`config.mk`:
```
export PLATFORM = sky130hd
export DESIGN_NAME = servant_uart_rx
export DESIGN_NICKNAME = d
export VERILOG_FILES = /design/src/rtl/servant_uart_rx.sv
export SDC_FILE = /design/constraint.sdc
export NUM_CORES = 1
export LEC_CHECK = 0
export CORE_ASPECT_RATIO = 2
export CORE_UTILIZATION = 45
export DETAILED_ROUTE_END_ITERATION = 10
export GPL_TIMING_DRIVEN = 0
export PLACE_DENSITY = 0.59
export SLEW_MARGIN = 20
export SYNTH_ARGS = -nofsm -noshare
export SYNTH_HDL_FRONTEND = slang
export SYNTH_SLANG_ARGS = --single-unit
```
`constraint.sdc`:
```
create_clock -name wb_clk -period 5.2 [get_ports wb_clk]
set_input_delay 1.56 -clock wb_clk [delete_from_list [all_inputs] [get_ports wb_clk]]
set_output_delay 1.56 -clock wb_clk [all_outputs]
set_load 0.02 [all_outputs]
```
`src/rtl/servant_uart_rx.sv`:
```
// 8N1 receiver for the servant GPIO console line, feeding a small
// first-word-fall-through FIFO with a valid/ready head.
//
// state   | meaning
// IDLE    | line high, waiting for a start edge
// START   | half-bit wait, then confirm start bit is still low
// DATA    | sample 8 data bits mid-bit, LSB first
// STOP    | sample stop bit; push, drop (overflow) or flag framing error
// BREAK   | line held low after a framing error; wait for it to go high
module servant_uart_rx #(
   parameter int frequency = 32,
   parameter int baud      = 115200,
   parameter int depth     = 4
) (
   input  logic                     wb_clk,
   input  logic                     wb_rst_n,
   input  logic                     i_rx,
   output logic [7:0]               o_data,
   output logic                     o_valid,
   input  logic                     i_ready,
   output logic                     o_frame_err,
   output logic                     o_overflow,
   output logic [$clog2(depth):0]   o_level
);

   localparam int DIV = (frequency * 1000000) / baud;
   localparam int CW  = $clog2(DIV);
   localparam int AW  = $clog2(depth);
   localparam logic [CW-1:0] CNT_FULL = CW'(DIV - 1);
   localparam logic [CW-1:0] CNT_HALF = CW'(DIV / 2 - 1);

   typedef enum logic [2:0] {
      S_IDLE,
      S_START,
      S_DATA,
      S_STOP,
      S_BREAK
   } state_t;

   state_t          state, state_nxt;
   logic [CW-1:0]   cnt, cnt_nxt;
   logic [2:0]      bitidx, bitidx_nxt;
   logic [7:0]      shreg, shreg_nxt;
   logic            rx_meta, rx_s;
   logic            expire;
   logic            push, pop, full, can_accept;
   logic            ferr_nxt, ovf_nxt;

   logic [7:0]      mem [depth];
   logic [AW:0]     wr_ptr, rd_ptr;

   always_ff @(posedge wb_clk) begin
      if (!wb_rst_n) begin
         rx_meta <= 1'b1;
         rx_s    <= 1'b1;
      end else begin
         rx_meta <= i_rx;
         rx_s    <= rx_meta;
      end
   end

   assign expire = (cnt == '0);

   always_ff @(posedge wb_clk) begin
      if (!wb_rst_n) begin
         state  <= S_IDLE;
         cnt    <= '0;
         bitidx <= '0;
         shreg  <= '0;
      end else begin
         state  <= state_nxt;
         cnt    <= cnt_nxt;
         bitidx <= bitidx_nxt;
         shreg  <= shreg_nxt;
      end
   end

   always_comb begin
      state_nxt  = state;
      cnt_nxt    = expire ? '0 : cnt - 1'b1;
      bitidx_nxt = bitidx;
      shreg_nxt  = shreg;
      push       = 1'b0;
      ferr_nxt   = 1'b0;
      ovf_nxt    = 1'b0;
      case (state)
         S_IDLE: begin
            if (!rx_s) begin
               state_nxt = S_START;
               cnt_nxt   = CNT_HALF;
            end
         end
         S_START: begin
            if (expire) begin
               if (!rx_s) begin
                  state_nxt  = S_DATA;
                  cnt_nxt    = CNT_FULL;
                  bitidx_nxt = '0;
               end else begin
                  state_nxt = S_IDLE;
               end
            end
         end
         S_DATA: begin
            if (expire) begin
               shreg_nxt = {rx_s, shreg[7:1]};
               cnt_nxt   = CNT_FULL;
               if (bitidx == 3'd7) state_nxt = S_STOP;
               else                bitidx_nxt = bitidx + 3'd1;
            end
         end
         S_STOP: begin
            if (expire) begin
               if (rx_s) begin
                  if (can_accept) push = 1'b1;
                  else            ovf_nxt = 1'b1;
                  state_nxt = S_IDLE;
               end else begin
                  ferr_nxt  = 1'b1;
                  state_nxt = S_BREAK;
               end
            end
         end
         S_BREAK: begin
            if (rx_s) state_nxt = S_IDLE;
         end
         default: state_nxt = S_IDLE;
      endcase
   end

   // A pop in the same cycle frees a slot, so a full FIFO still accepts.
   assign pop        = o_valid && i_ready;
   assign full       = (wr_ptr[AW] != rd_ptr[AW]) && (wr_ptr[AW-1:0] == rd_ptr[AW-1:0]);
   assign can_accept = !full || pop;

   always_ff @(posedge wb_clk) begin
      if (!wb_rst_n) begin
         wr_ptr      <= '0;
         rd_ptr      <= '0;
         o_frame_err <= 1'b0;
         o_overflow  <= 1'b0;
         for (int i = 0; i < depth; i++) mem[i] <= '0;
      end else begin
         o_frame_err <= ferr_nxt;
         o_overflow  <= ovf_nxt;
         if (push) begin
            mem[wr_ptr[AW-1:0]] <= shreg;
            wr_ptr              <= wr_ptr + 1'b1;
         end
         if (pop) rd_ptr <= rd_ptr + 1'b1;
      end
   end

   assign o_valid = (wr_ptr != rd_ptr);
   assign o_data  = mem[rd_ptr[AW-1:0]];
   assign o_level = wr_ptr - rd_ptr;

endmodule

```
==> impl_metrics.py, run 1 <==
metrics = {
    "cts": {
        "cts_buffers": 9,
        "cts_tree": "done",
        "cts.sinks": 67,
        "htreeDepth": 3,
        "cts_root_buffer": "clkbuf_16",
        "cts_buffer_depth": 2,
        "cts.hold.buffers_added": 0,
        "insertion_delay_ns": 0.33,
        "postCtsSetupRepairBufs": 0,
        "path_clk_slew_ns": 0.05,
        "cts-resized-gates": 0,
    },
    "yosys": {
        "synth_edf_count": 32,
        "netlist_area_sq_mm": 0.00301,
        "synth_nets": 272,
        "yosys_most_used_dff": "dfxtp_1",
        "post-synth-top-area-cell": "edfxtp_1",
        "synth.yosys.seq_area_share_pct": 55.1,
        "syn_inst": 260,
        "async_flop_share_pct": 0,
        "synth.area.top_cells": "edfxtp_1 32%, dfxtp_1 23%, and2_1 6.6%, mux4_2 6.0%, ha_1 2.9%",
        "synth.most_common_cell": "dfxtp_1",
        "netlist.area_leader.share_pct": 31.9,
        "syn_area_per_cell_sq_um": 11.6,
        "synthTopCellsByCount": "35 x dfxtp_1, 32 x and2_1, 32 x edfxtp_1",
        "ys_ff_latch": 67,
        "yosys_warnings": 0,
        "synth_cell_type_count": 44,
    },
    "worst_setup_path": {
        "crit_fanout": 8,
        "cp_slowest_cell": "mux4_2",
        "crit_type": "register to output port",
        "start_kind": "register",
        "end_kind": "output port",
        "worstPathArrival_ns": 2.28,
        "critPathRequiredTime_ns": 3.64,
        "reg2reg_slack_ns": 2.16,
        "critPathMaxStageDelay_ns": 0.59,
        "path_cells": "clkbuf_1 -> mux4_2 -> clkdlybuf4s50_1",
    },
    "drt": {
        "wl_per_cell_um": 15.4,
        "viasPerCell": 5.22,
        "antenna_left": 0,
        "drt_wl_total_um": 5840,
        "drc": 0,
        "firstDrtPassIters": 4,
        "drt-initial-drc-count": 63,
        "via_count": 1979,
    },
    "floorplan": {
        "die_w_um": 59.9,
        "ios": 18,
        "die_area_sq_mm": 0.00705,
        "start_util_pct": 47.4,
        "num_rows": 41,
        "die_h_um": 118,
        "core_area_sq_mm": 0.00636,
    },
    "global_route": {
        "grt_max_degree": 12,
        "grt_pass1_vias": 1989,
        "grt_pass1_wl_um": 9620,
        "grt-ovfl-total": 0,
        "grt_use_total_pct": 18.7,
        "antenna_found_initial": 0,
    },
    "layout": {
        "antenna_cells": 0,
        "drive_gt1_share_pct": 10.6,
        "nFillCells": 572,
        "instances_no_fill": 379,
        "final_area_sq_mm": 0.00356,
        "area_growth_pct": 18.2,
        "nets": 300,
        "fin_util_pct": 56.0,
    },
    "placed_design": {
        "portBuffers": 17,
        "place_hpwl_um": 4300,
        "dp.cells": 363,
        "placed_area_sq_mm": 0.00330,
        "gp_congestion": 0.839,
    },
    "timing": {
        "setup_viol": 0,
        "tns_ns": 0,
        "finalHoldViolCount": 0,
        "fin_crit_sh_pct": 73.9,
        "slew_headroom_pct": 36.6,
        "drv_slew": 0,
        "max_freq_ghz": 0.260,
        "period_needed_ns": 3.84,
        "worst_pin_slew_ns": 0.943,
        "rsz0062_at_grt": "false",
        "fin_skew_ns": 0.00314,
    },
    "worst_hold_path": {
        "hold_path.class": "register to register",
    },
    "job": {
        "drv_cap": 0,
    },
    "power_and_ir_drop": {
        "fin_total_pwr_uw": 1450,
        "p_leak_uw": 0.00131,
        "power_density_mw_per_mm2": 408,
        "ir_worst_vdd_v": 0.000331,
    },
    "run_status": {
        "status": "completed",
    },
}
power breakdown:
group / leakage, uW / total (uW) / internal (uW) / switching, uW
logic: 0.000581 / 276 / 119 / 157
registers: 0.000605 / 638 / 594 / 44.3
clock network: 0.000125 / 537 / 332 / 205
total: 0.00131 / 1450 / 1050 / 406
state kept, by name (all words and copies together), names as in the netlist, named ones only:
signal and count:
rx_s 1, bitidx 3, cnt 9, mem 32
rd_ptr 3, wr_ptr 3, o_overflow 1, o_frame_err 1
rx_meta 1, shreg 8, state 3
routing by layer:
layer	vias to the layer above	share of wire, %	GRT usage, %
met3	16	1.9	4.62
met2	27	57	32.6
met5	-	0	0
met4	0	3.6	11.5
li1	992	-	-
met1	944	37	18.8
critical path, delay by kind of cell (launching register included):
family,cells,cell delay (ns)
muxes,1,0.59
DFF,1,0.30
buffers and inverters,2,1.07
cells in the final DEF (no fill, tap or decap), types with 9 or more instances in the layout:
| master | count |
|---|---|
| and2_1 | 32 |
| clkbuf_1 | 9 |
| clkbuf_16 | 9 |
| clkdlybuf4s50_1 | 17 |
| dfxtp_1 | 35 |
| edfxtp_1 | 32 |
| inv_1 | 10 |
| nand2_1 | 19 |
| nand3_1 | 11 |
| nor2_1 | 19 |
| o21ai_0 | 14 |
final cells by class:
cell class,count,area (sq um),share of cell area [%]
Clock buffer,13,250,7.03
Tap cell,86,108,3.02
Clock inverter,3,15.0,0.422
Buffer,8,31.3,0.878
Sequential cell,67,1660,46.7
Timing Repair Buffer,17,170,4.78
Inverter,10,37.5,1.05
Multi-Input combinational cell,175,1290,36.2
cells by family (layout without fill, tap and decap cells):
kind of cell / after synthesis / in the layout / synth area share, %
compound gates: 34 / 34 / 6.77
xor+xnor: 9 / 9 / 2.62
fa+ha+maj: 8 / 8 / 3.57
buf+inv: 18 / 51 / 2.28
flops: 67 / 67 / 55.1
mux: 12 / 12 / 7.35
simple gates: 112 / 112 / 22.3
through the flow:
step                      setup slack (ns)  hold slack, ns
after floorplan                       2.15           0.386
after global placement                1.02           0.391
after detailed placement              1.03           0.401
after CTS                             1.27           0.414
after global routing                  1.19           0.460
final                                 1.36           0.409
final timing paths:
check             startpoint   endpoint  depth (start not counted)
setup / recovery    register  o_data[5]                          3
hold / removal       rx_meta       rx_s                          1
setup reg to reg      cnt[0]  mem[0][0]                          6
hold reg to reg      rx_meta       rx_s                          1
(Power assumes the default switching activity.)
==> run 2, diff against run 1 <==
Settings changed: PLACE_DENSITY 0.59 to 0.62.
Clock period 5.2 ns to 3.2 ns, I/O delays scaled along.
==> run 2 against run 1 <==
Net effect: first-iteration DRC count down 29%; global-route usage about the same; non-clock buffer count down 1; largest cell class unchanged; count of clock-buffer cells in the layout down 1; total power up 67%; core utilization up 0.61 points; wire length down 2.8%; worst hold slack better by 0.0094 ns.
==> impl_metrics.py, run 2 (synthesis gave the netlist of run 1 again) <==
metrics = {
    "power_and_ir_drop": {
        "fin_total_pwr_uw": 2430,
        "p_leak_uw": 0.00135,
        "p_sw_uw": 652,
        "ir_worst_vdd_v": 0.000489,
        "pwr-share-clk_pct": 39.1,
        "p_seq_share_pct": 42.7,
        "pwr-share-comb_pct": 18.3,
        "power_density_mw_per_mm2": 674,
        "p_int_uw": 1780,
        "switching_share_pct": 26.9,
    },
    "cts": {
        "insertion_delay_ns": 0.33,
        "cts_tree": "done",
        "cts_buffer_depth": 2,
        "cts_buffers": 9,
        "cts.sinks": 67,
        "path_clk_slew_ns": 0.05,
        "cts_root_buffer": "clkbuf_16",
        "htreeDepth": 3,
        "cts.hold.buffers_added": 0,
    },
    "drt": {
        "drt_wl_total_um": 5680,
        "via_count": 1974,
        "wl_per_cell_um": 15.0,
        "firstDrtPassIters": 4,
        "drt-initial-drc-count": 45,
        "drc": 0,
        "antenna_left": 0,
        "viasPerCell": 5.22,
    },
    "layout": {
        "final_area_sq_mm": 0.00360,
        "instances_no_fill": 378,
        "area_growth_pct": 19.5,
        "final_cell_mix": "34 x dfxtp_1, 32 x and2_1, 32 x edfxtp_1",
        "regMostFlops": "mem",
        "largest_register_ffs": 32,
        "reg_top3": "mem: 32 flops, cnt: 9 flops, shreg: 8 flops",
        "regArea_sq_mm": 0.00166,
        "drive_gt1_share_pct": 11.0,
        "antenna_cells": 0,
        "nets": 299,
        "multi_input_area_sq_mm": 0.00131,
        "nFillCells": 573,
        "final_common_cell": "dfxtp_1",
    },
    "floorplan": {
        "start_util_pct": 47.4,
        "num_rows": 41,
        "core_area_sq_mm": 0.00636,
        "die_w_um": 59.9,
        "die_h_um": 118,
        "die_area_sq_mm": 0.00705,
        "ios": 18,
    },
    "timing": {
        "period_needed_ns": 3.02,
        "max_freq_ghz": 0.331,
        "drv_slew": 0,
        "tns_ns": 0,
        "finalHoldViolCount": 0,
        "hold_slack_ns": 0.418,
        "rsz0062_at_grt": "false",
        "slew_headroom_pct": 39.1,
        "setup_viol": 0,
        "fin_crit_sh_pct": 94.3,
        "worst_pin_slew_ns": 0.908,
        "fin_skew_ns": 0.00542,
    },
    "worst_setup_path": {
        "worstPathArrival_ns": 2.06,
        "crit_type": "register to output port",
        "end_kind": "output port",
        "critPathRequiredTime_ns": 2.24,
        "start_kind": "register",
        "crit_fanout": 4,
    },
    "placed_design": {
        "dp.cells": 363,
        "placed_area_sq_mm": 0.00330,
        "place_hpwl_um": 4200,
        "gp_congestion": 0.819,
        "portBuffers": 17,
    },
    "global_route": {
        "grt_max_degree": 12,
        "grt_pass1_wl_um": 9500,
        "grt-ovfl-total": 0,
        "antenna_found_initial": 0,
        "grt_pass1_vias": 1989,
        "grt_use_total_pct": 18.8,
    },
    "run_status": {
        "status": "completed",
    },
    "job": {
        "drv_cap": 0,
    },
    "worst_hold_path": {
        "hold_path.class": "register to register",
    },
}
run 2: cell count changes in the layout (fill, tap and decap cells not counted), sizes merged:
| cell | before | now |
|---|---|---|
| dlymetal6s2s | 0 | 1 |
| clkdlybuf4s50 | 17 | 15 |
| bufinv | 0 | 1 |
| clkinv | 2 | 3 |
| dlygate4sd2 | 0 | 1 |
| clkbuf | 19 | 17 |
| clkinvlp | 1 | 0 |
run 2: final cells by class:
| type | instances | share of cell area (%) |
|---|---|---|
| timing repair buffer | 17 | 4.76 |
| buffer | 7 | 0.765 |
| clock buffer | 12 | 6.85 |
| tap | 86 | 2.99 |
| multi-input combinational | 175 | 36.3 |
| sequential | 67 | 46.2 |
| clock inverter | 4 | 1.15 |
| inverter | 10 | 1.04 |
run 2: final timing paths:
| kind | startpoint | endpoint | slack (ns) | cells past startpoint |
|---|---|---|---|---|
| min | rx_meta | rx_s | 0.42 | 1 |
| min reg2reg | rx_meta | rx_s | 0.42 | 1 |
| max | wr_ptr[0] | o_level[2] | 0.18 | 5 |
| max reg2reg | cnt[0] | mem[2][2] | 0.32 | 6 |
run 2: layer usage:
metal / wire length [um] / up-vias / global-route usage (%)
li1: - / 994 / -
met1: 1980 / 948 / 17.9
met2: 3410 / 24 / 34.4
met3: 135 / 8 / 5.27
met4: 142 / 0 / 8.87
met5: 0 / - / 0
run 2: power by group through the flow:
stage / logic, uW / registers, uW / clock network [uW]
finish: 443 / 1040 / 949
detailed placement: 445 / 1050 / 0
CTS: 447 / 1040 / 964
global placement: 441 / 1050 / 0
global route: 495 / 1050 / 995
floorplan: 354 / 1040 / 0
run 2: repair_timing:
action	in CTS	in global routing
resized for setup	1	4
setup endpoints to repair	9	19
buffers inserted	0	0
run 2: per-stage QoR:
step                worst slack [ns]  util (%)
floorplan                      0.751         -
global placement              -0.368      51.7
detailed placement            -0.229      51.8
CTS                           0.0143      56.3
global route                0.000322      56.6
finish                         0.183      56.6
run 2: worst max-delay path, cell delays in order (launching register included):
cell and delay, ns:
dfxtp_1 0.43, inv_1 0.17, ha_1 0.24, fa_1 0.37, xnor2_1 0.17, dlygate4sd2_1 0.35
